$ cat config.mk
export PLATFORM = sky130hd
export DESIGN_NAME = alu_seq_ctrl
export DESIGN_NICKNAME = d
export VERILOG_FILES = /design/src/rtl/alu_ctrl_pkg.sv /design/src/rtl/alu_seq_ctrl_alu.sv /design/src/rtl/alu_seq_ctrl.sv
export SDC_FILE = /design/constraint.sdc
export NUM_CORES = 1
export LEC_CHECK = 0
export ABC_AREA = 0
export CAP_MARGIN = 40
export CORE_MARGIN = 2
export CORE_UTILIZATION = 25
export DETAILED_ROUTE_END_ITERATION = 12
export DONT_BUFFER_PORTS = 1
export PLACE_DENSITY = 0.38
export SLEW_MARGIN = 30
export SYNTH_ARGS = -nofsm -noshare
export SYNTH_HDL_FRONTEND = slang
export SYNTH_HIERARCHICAL = 1
export SYNTH_SLANG_ARGS = --single-unit
$ cat constraint.sdc
create_clock -name clk -period 6.7 [get_ports clk]
set_clock_uncertainty 0.05 [all_clocks]
set_input_delay 1.005 -clock clk [delete_from_list [all_inputs] [get_ports clk]]
set_output_delay 1.005 -clock clk [all_outputs]
set_load 0.05 [all_outputs]
$ cat src/rtl/alu_ctrl_pkg.sv
// Shared types for the sequenced ALU controller: opcode and controller FSM state.
package alu_ctrl_pkg;

  typedef enum logic [1:0] {
    OpAdd = 2'd0,
    OpSub = 2'd1,
    OpCmp = 2'd2,
    OpInc = 2'd3
  } op_t;

  typedef enum logic [1:0] {
    StIdle = 2'd0,
    StExec = 2'd1,
    StResp = 2'd2
  } state_t;

endpackage

$ cat src/rtl/alu_seq_ctrl_alu.sv
// Combinational adder/subtractor: y = a + (s ? ~b : b) + s, with carry out of the top bit.
module alu_seq_ctrl_alu #(
  parameter int unsigned Bits = 8
) (
  input  logic [Bits-1:0] a_i,
  input  logic [Bits-1:0] b_i,
  input  logic            s_i,
  output logic [Bits-1:0] y_o,
  output logic            c_o
);

  logic [Bits-1:0] b_eff;
  logic [Bits:0]   sum;

  always_comb begin
    b_eff = s_i ? ~b_i : b_i;
    sum   = {1'b0, a_i} + {1'b0, b_eff} + {{Bits{1'b0}}, s_i};
    y_o   = sum[Bits-1:0];
    c_o   = sum[Bits];
  end

endmodule

$ cat src/rtl/alu_seq_ctrl.sv
// Three-state controller that captures one operation, runs it through the ALU and
// holds the registered result and flags until the consumer takes it.
module alu_seq_ctrl
  import alu_ctrl_pkg::*;
#(
  parameter int unsigned BITS = 8
) (
  input  logic            clk,
  input  logic            rst,
  input  logic            req_valid,
  output logic            req_ready,
  input  logic [1:0]      req_op,
  input  logic [BITS-1:0] req_a,
  input  logic [BITS-1:0] req_b,
  output logic            rsp_valid,
  input  logic            rsp_ready,
  output logic [BITS-1:0] rsp_data,
  output logic            c_flag,
  output logic            z_flag,
  output logic            busy
);

  state_t          state_q, state_d;
  op_t             op_q, op_d;
  logic [BITS-1:0] a_q, a_d;
  logic [BITS-1:0] b_q, b_d;
  logic [BITS-1:0] rsp_data_q, rsp_data_d;
  logic            c_q, c_d;
  logic            z_q, z_d;

  logic [BITS-1:0] alu_b;
  logic            alu_s;
  logic [BITS-1:0] alu_y;
  logic            alu_c;

  always_comb begin
    alu_b = (op_q == OpInc) ? BITS'(1) : b_q;
    alu_s = (op_q == OpSub) || (op_q == OpCmp);
  end

  alu_seq_ctrl_alu #(
    .Bits (BITS)
  ) u_alu (
    .a_i (a_q),
    .b_i (alu_b),
    .s_i (alu_s),
    .y_o (alu_y),
    .c_o (alu_c)
  );

  always_comb begin
    state_d    = state_q;
    op_d       = op_q;
    a_d        = a_q;
    b_d        = b_q;
    rsp_data_d = rsp_data_q;
    c_d        = c_q;
    z_d        = z_q;
    unique case (state_q)
      StIdle: begin
        if (req_valid) begin
          op_d    = op_t'(req_op);
          a_d     = req_a;
          b_d     = req_b;
          state_d = StExec;
        end
      end
      StExec: begin
        // CMP only updates flags; its data result is the untouched a operand.
        rsp_data_d = (op_q == OpCmp) ? a_q : alu_y;
        c_d        = alu_c;
        z_d        = (alu_y == '0);
        state_d    = StResp;
      end
      StResp: begin
        if (rsp_ready) state_d = StIdle;
      end
      default: state_d = StIdle;
    endcase
  end

  always_ff @(posedge clk or posedge rst) begin
    if (rst) begin
      state_q    <= StIdle;
      op_q       <= OpAdd;
      a_q        <= '0;
      b_q        <= '0;
      rsp_data_q <= '0;
      c_q        <= 1'b0;
      z_q        <= 1'b0;
    end else begin
      state_q    <= state_d;
      op_q       <= op_d;
      a_q        <= a_d;
      b_q        <= b_d;
      rsp_data_q <= rsp_data_d;
      c_q        <= c_d;
      z_q        <= z_d;
    end
  end

  always_comb begin
    req_ready = (state_q == StIdle);
    rsp_valid = (state_q == StResp);
    busy      = (state_q != StIdle);
    rsp_data  = rsp_data_q;
    c_flag    = c_q;
    z_flag    = z_q;
  end

endmodule

---- Yosys cells after proc, flatten, opt, wreduce, memory -nomap -nowiden ----
Index checks and enable logic that the tools add are counted.
operators by class
  eq/ne operators ......................... 7
  muxes and demuxes ....................... 6
  reductions and logical operators ........ 6
  bitwise operators ....................... 1
  $add $sub $neg .......................... 2
operators by type and width
  kind                                                                   count
  8-bit two-way mux                                                      3
  8-bit by 8-bit adder with 9-bit output                                 1
  9-bit by 1-bit adder with 9-bit output                                 1
  8-bit logical NOT                                                      1
  8-bit NOT                                                              1
  2-bit equality test, second input constant                             3
  2-bit case mux with 3 select lines                                     1
  2-bit by 1-bit equality test with 1-bit output, second input constant  2
  2-bit two-way mux                                                      2
  2-bit AND reduction                                                    2
  2-bit logical NOT                                                      1
  2-bit by 1-bit != test with 1-bit output, second input constant        1
  2-bit != test, second input constant                                   1
  2-bit nonzero test                                                     1
  1-bit logical OR                                                       1
storage, ports and cells
  output and inout bits ................... 13
  logic and storage cells ................. 29
  register bits ........................... 30
  input bits .............................. 22

---- Logic depth before layout (Yosys ltp) ----
  word-level depth ........................ 7
  depth in mapped cells ................... 14

---- By module ----
The synthesis kept the hierarchy.
modules (own cells, without submodules)
  module            area an instance (µm²)  seq. area each (µm²)  instances  cells each
  alu_seq_ctrl      1357.6                  750.7                 1          103
  alu_seq_ctrl_alu  397.9                   0.0                   1          48

---- Least setup slack after synthesis ----
OpenSTA, ideal clock, no wires.
  kind .................................... register to register
  start point ............................. register op_q[0]
  end point ............................... register z_q (netlist: z_flag)
  path buffers ............................ 0
  setup slack ............................. 4.097 ns
  data required time ...................... 6.567 ns
  library setup time ...................... 0.083 ns
  cell stages (with the launch flop) ...... 12
  arrival ................................. 2.470 ns
  path through ............................ dfrtp_1 > ha_1 > or2_2 > mux2i_2 > fa_1 > nor2b_1 > o31a_1 > o31a_1 > a31oi_1 > nor4_1 > nand2_1 > o21ai_0
between the ends
  longest elaborated chain between the ends .. 7
  elaborated cells on any way between the ends .. 10
  classes of those cells .................. add/sub (2); eq/ne (3); mux (2); bitwise (1); reduce/logical (2)
ends and longest elaborated chain
  element                                     line                    RTL
  from (decl)                                 alu_seq_ctrl.sv:24      op_t op_q, op_d;
  from (signal assigned)                      alu_seq_ctrl.sv:85      op_q <= OpAdd;
  from (signal assigned)                      alu_seq_ctrl.sv:93      op_q <= op_d;
  2-bit equality test (*)                     alu_seq_ctrl.sv:37      alu_b = (op_q == OpInc) ? BITS'(1) : b_q;
  8-bit two-way mux (*)                       alu_seq_ctrl.sv:37
  named net alu_b[0]                          alu_seq_ctrl.sv:31      logic [BITS-1:0] alu_b;
  8-bit NOT                                   alu_seq_ctrl_alu.sv:16  b_eff = s_i ? ~b_i : b_i;
  8-bit two-way mux (*)                       alu_seq_ctrl_alu.sv:16
  8-bit by 8-bit adder with 9-bit output (*)  alu_seq_ctrl_alu.sv:17  sum = {1'b0, a_i} + {1'b0, b_eff} + {{Bits{1'b0}}, s_i};
  9-bit by 1-bit adder with 9-bit output (*)  alu_seq_ctrl_alu.sv:17
  named net alu_y[6]                          alu_seq_ctrl.sv:33      logic [BITS-1:0] alu_y;
  8-bit logical NOT (*)                       alu_seq_ctrl.sv:72      z_d = (alu_y == '0);
  to (signal assigned)                        alu_seq_ctrl.sv:98      z_q <= z_d;
  to (decl)                                   alu_seq_ctrl.sv:29      logic z_q, z_d;
The timed path passes the listed nets; every way through them passes the cells marked *.
A chain may end at the register's enable or synchronous reset.

---- Worst setup path in the final report ----
  start point ............................. register op_q[0]
  end point ............................... register z_q (netlist: z_flag)
between the ends
  elaborated cells on any way between the ends .. 10
  classes of those cells .................. add/sub (2); eq/ne (3); mux (2); bitwise (1); reduce/logical (2)
RTL lines
  element                                                                                line                    RTL
  2-bit by 1-bit equality test with 1-bit output or 2-bit equality test (tied branches)  alu_seq_ctrl.sv:38      alu_s = (op_q == OpSub) || (op_q == OpCmp);
  1-bit logical OR (*)                                                                   alu_seq_ctrl.sv:38
  named net alu_s                                                                        alu_seq_ctrl.sv:32      logic alu_s;
  8-bit two-way mux                                                                      alu_seq_ctrl_alu.sv:16
  8-bit by 8-bit adder with 9-bit output                                                 alu_seq_ctrl_alu.sv:17
  9-bit by 1-bit adder with 9-bit output (*)                                             alu_seq_ctrl_alu.sv:17
  named net alu_y[6]                                                                     alu_seq_ctrl.sv:33
  8-bit logical NOT (*)                                                                  alu_seq_ctrl.sv:72
Marked as above.

==> impl_metrics.yaml <==
outcome:
  status: "completed"
yosys:
  synth_seq_area_share_pct: 42.77
  async_flop_share_pct: 100.0
  syn-cell-area_sq_um: 1755
  synth.distinct_cells: 34
  synth_edf_count: 0
  syn-mean-instance-area_sq_um: 11.63
  yosys_warnings: 6
  ys_ff_latch: 30
  syn_nets: 183
  synth_cells: 151
  synth_ff_type: "dfrtp_1"
timing:
  clock.fmax_mhz: 334.7
  worst_pin_slew_ps: 490.1
  whs_ps: 456.5
  maxSlewViolCount: 0
  layout_min_cycle_time_ps: 2988
  slew-limit-headroom_pct: 67.32
  finalSetupTns_ps: 0
  finalSetupViolations: 0
  finalCritPeriodShare_pct: 44.59
  rsz0062_at_grt: "false"
  finalHoldViolations: 0
layout:
  final_cells: 249
  antenna_cells: 0
  finalNetCount: 185
  drive_gt1_share_pct: 24.18
  multi_input_area_sq_um: 904.6
  regArea_sq_um: 750.7
  mostFrequentLayoutCells: "dfrtp_1, o21ai_0, nand2_1"
  fin_area_sq_um: 1933
  nFillCells: 719
  final_common_cell: "dfrtp_1"
  layout-area-overhead-vs-synth_pct: 10.12
grt:
  grtUsageMet1_pct: 12.51
  grt_usage_pct: 9.630
  met2_usage_pct: 14.46
  grt_pass1_vias: 1093
  grt_pass1_wl_um: 5485
  grt_max_degree: 31
  top_usage_layer: "met2"
  antenna_found_initial: 0
  grt_use_met3_pct: 3.676
  grt_overflow: 0
die:
  io_pins: 35
  die_y_um: 87.80
  die_w_um: 87.80
  num_rows: 30
  start_util_pct: 25.84
  core_sq_um: 6794
  die_area_sq_um: 7708
hold_path:
  min_path_type: "reg2reg"
  hold_depth: 1
placement:
  port_buffers: 0
  dp_hpwl_um: 2631
  routabilityCongestion: 0.8730
  placedCellCount: 242
  post_dp_cell_area_sq_um: 1821
critical_path:
  cp_data_arrival_time_ps: 3140
  startpoint_type: "flip-flop"
  rrSetupSlack_ps: 3710
  crit_type: "reg2reg"
  worst_ep_required_time_ps: 6850
  end_kind: "flip-flop"
  crit_fanout: 8
  rr_worst_depth: 13
clock_network:
  cts_setup_buffers: 0
  worst_skew_pair.late_latency_ps: 270
  cts-root-buf: "clkbuf_8"
  cts_tree: "built"
  clock-sinks: 30
  numCtsBuffers: 5
  cts.htree.levels: 2
  cts_resized: 0
  clockBufferDepth: 2
  clk_pin_slew_ps: 70
  ctsHoldBuffers: 0
detailed_routing:
  antenna_left: 0
  drt-pass1-iter-count: 4
  routed_via_density: 4.052
  drtIter0Drc: 18
  drc_errors: 0
  vias: 1009
  wire_per_inst_um: 13.59
  wl_um: 3383
job:
  maxCapViolCount: 0
==> Yosys cell counts (2+ instances only) <==
cell / instances / share of area, %
dfrtp_1: 30 / 43
o21ai_0: 12 / 3.4
nand2_1: 11 / 2.4
mux2_2: 10 / 6.4
ha_1: 9 / 6.4
inv_1: 9 / 1.9
mux2_4: 9 / 7.7
xor2_1: 9 / 4.5
mux2i_1: 8 / 4.6
nor2b_1: 8 / 2.9
clkbuf_1: 3 / 0.64
nor2_1: 3 / 0.64
or2_2: 3 / 1.1
xnor2_1: 3 / 1.5
a21oi_1: 2 / 0.57
buf_12: 2 / 2.3
nor4_1: 2 / 0.71
o31a_1: 2 / 1.0
==> stage by stage <==
step           setup slack, ps  utilization, %
2_1_floorplan             4097               -
3_3_place_gp              3846           26.80
3_5_place_dp              3737           26.80
4_1_cts                   3702           28.45
5_1_grt                   3539           28.45
6_report                  3712           28.45
==> worst max-delay path: stages, from the launching register on <==
cell	delay (ps)
dfrtp_1	380
inv_1	60
ha_1	280
inv_1	270
xor2_1	250
inv_1	90
fa_1	440
nor2b_1	180
o31a_1	190
o31a_1	160
a31oi_1	60
nor4_1	290
nand2_1	80
o21ai_0	130
==> final timing paths <==
| path | from | end |
|---|---|---|
| max in group asynchronous | rst | a_q[4] |
| setup reg to reg | op_q[0] | z_flag |
| min in group asynchronous | rst | op_q[1] |
| hold reg to reg | b_q[4] | b_q[4] |
| setup / recovery | op_q[0] | z_flag |
| hold / removal | b_q[4] | b_q[4] |
==> cell families after synthesis <==
| group | Yosys count | synth area share (%) |
|---|---|---|
| AOI/OAI and AO/OA | 23 | 8.483 |
| xor gates and xnor gates | 12 | 5.988 |
| DFF | 30 | 42.77 |
| buffers and inverters | 16 | 5.702 |
| muxes | 28 | 19.46 |
| and+or+nand+nor | 32 | 10.05 |
| adders and majority gates | 10 | 7.555 |
==> layout make-up <==
class                           instances  area share, %
Clock buffer                            6          4.272
Sequential cell                        30          38.84
Clock inverter                          1          1.553
Inverter                               10          1.942
Timing Repair Buffer                    1         0.3884
Multi-Input combinational cell        105          46.80
Tap cell                               96          6.214
==> layer usage <==
metal / vias up / routed length, um
li1: 518 / -
met1: 460 / 1711
met2: 29 / 1449
met3: 2 / 193
met4: 0 / 29
met5: - / 0
==> state kept, by name (all words and copies together) (netlist names) <==
name / flops
b_q: 8
rsp_data: 8
c_flag: 1
a_q: 8
state_q: 2
z_flag: 1
op_q: 2
Power is not shown: default switching activity piles up to over one toggle a cycle in this logic, so the estimate is an artifact.
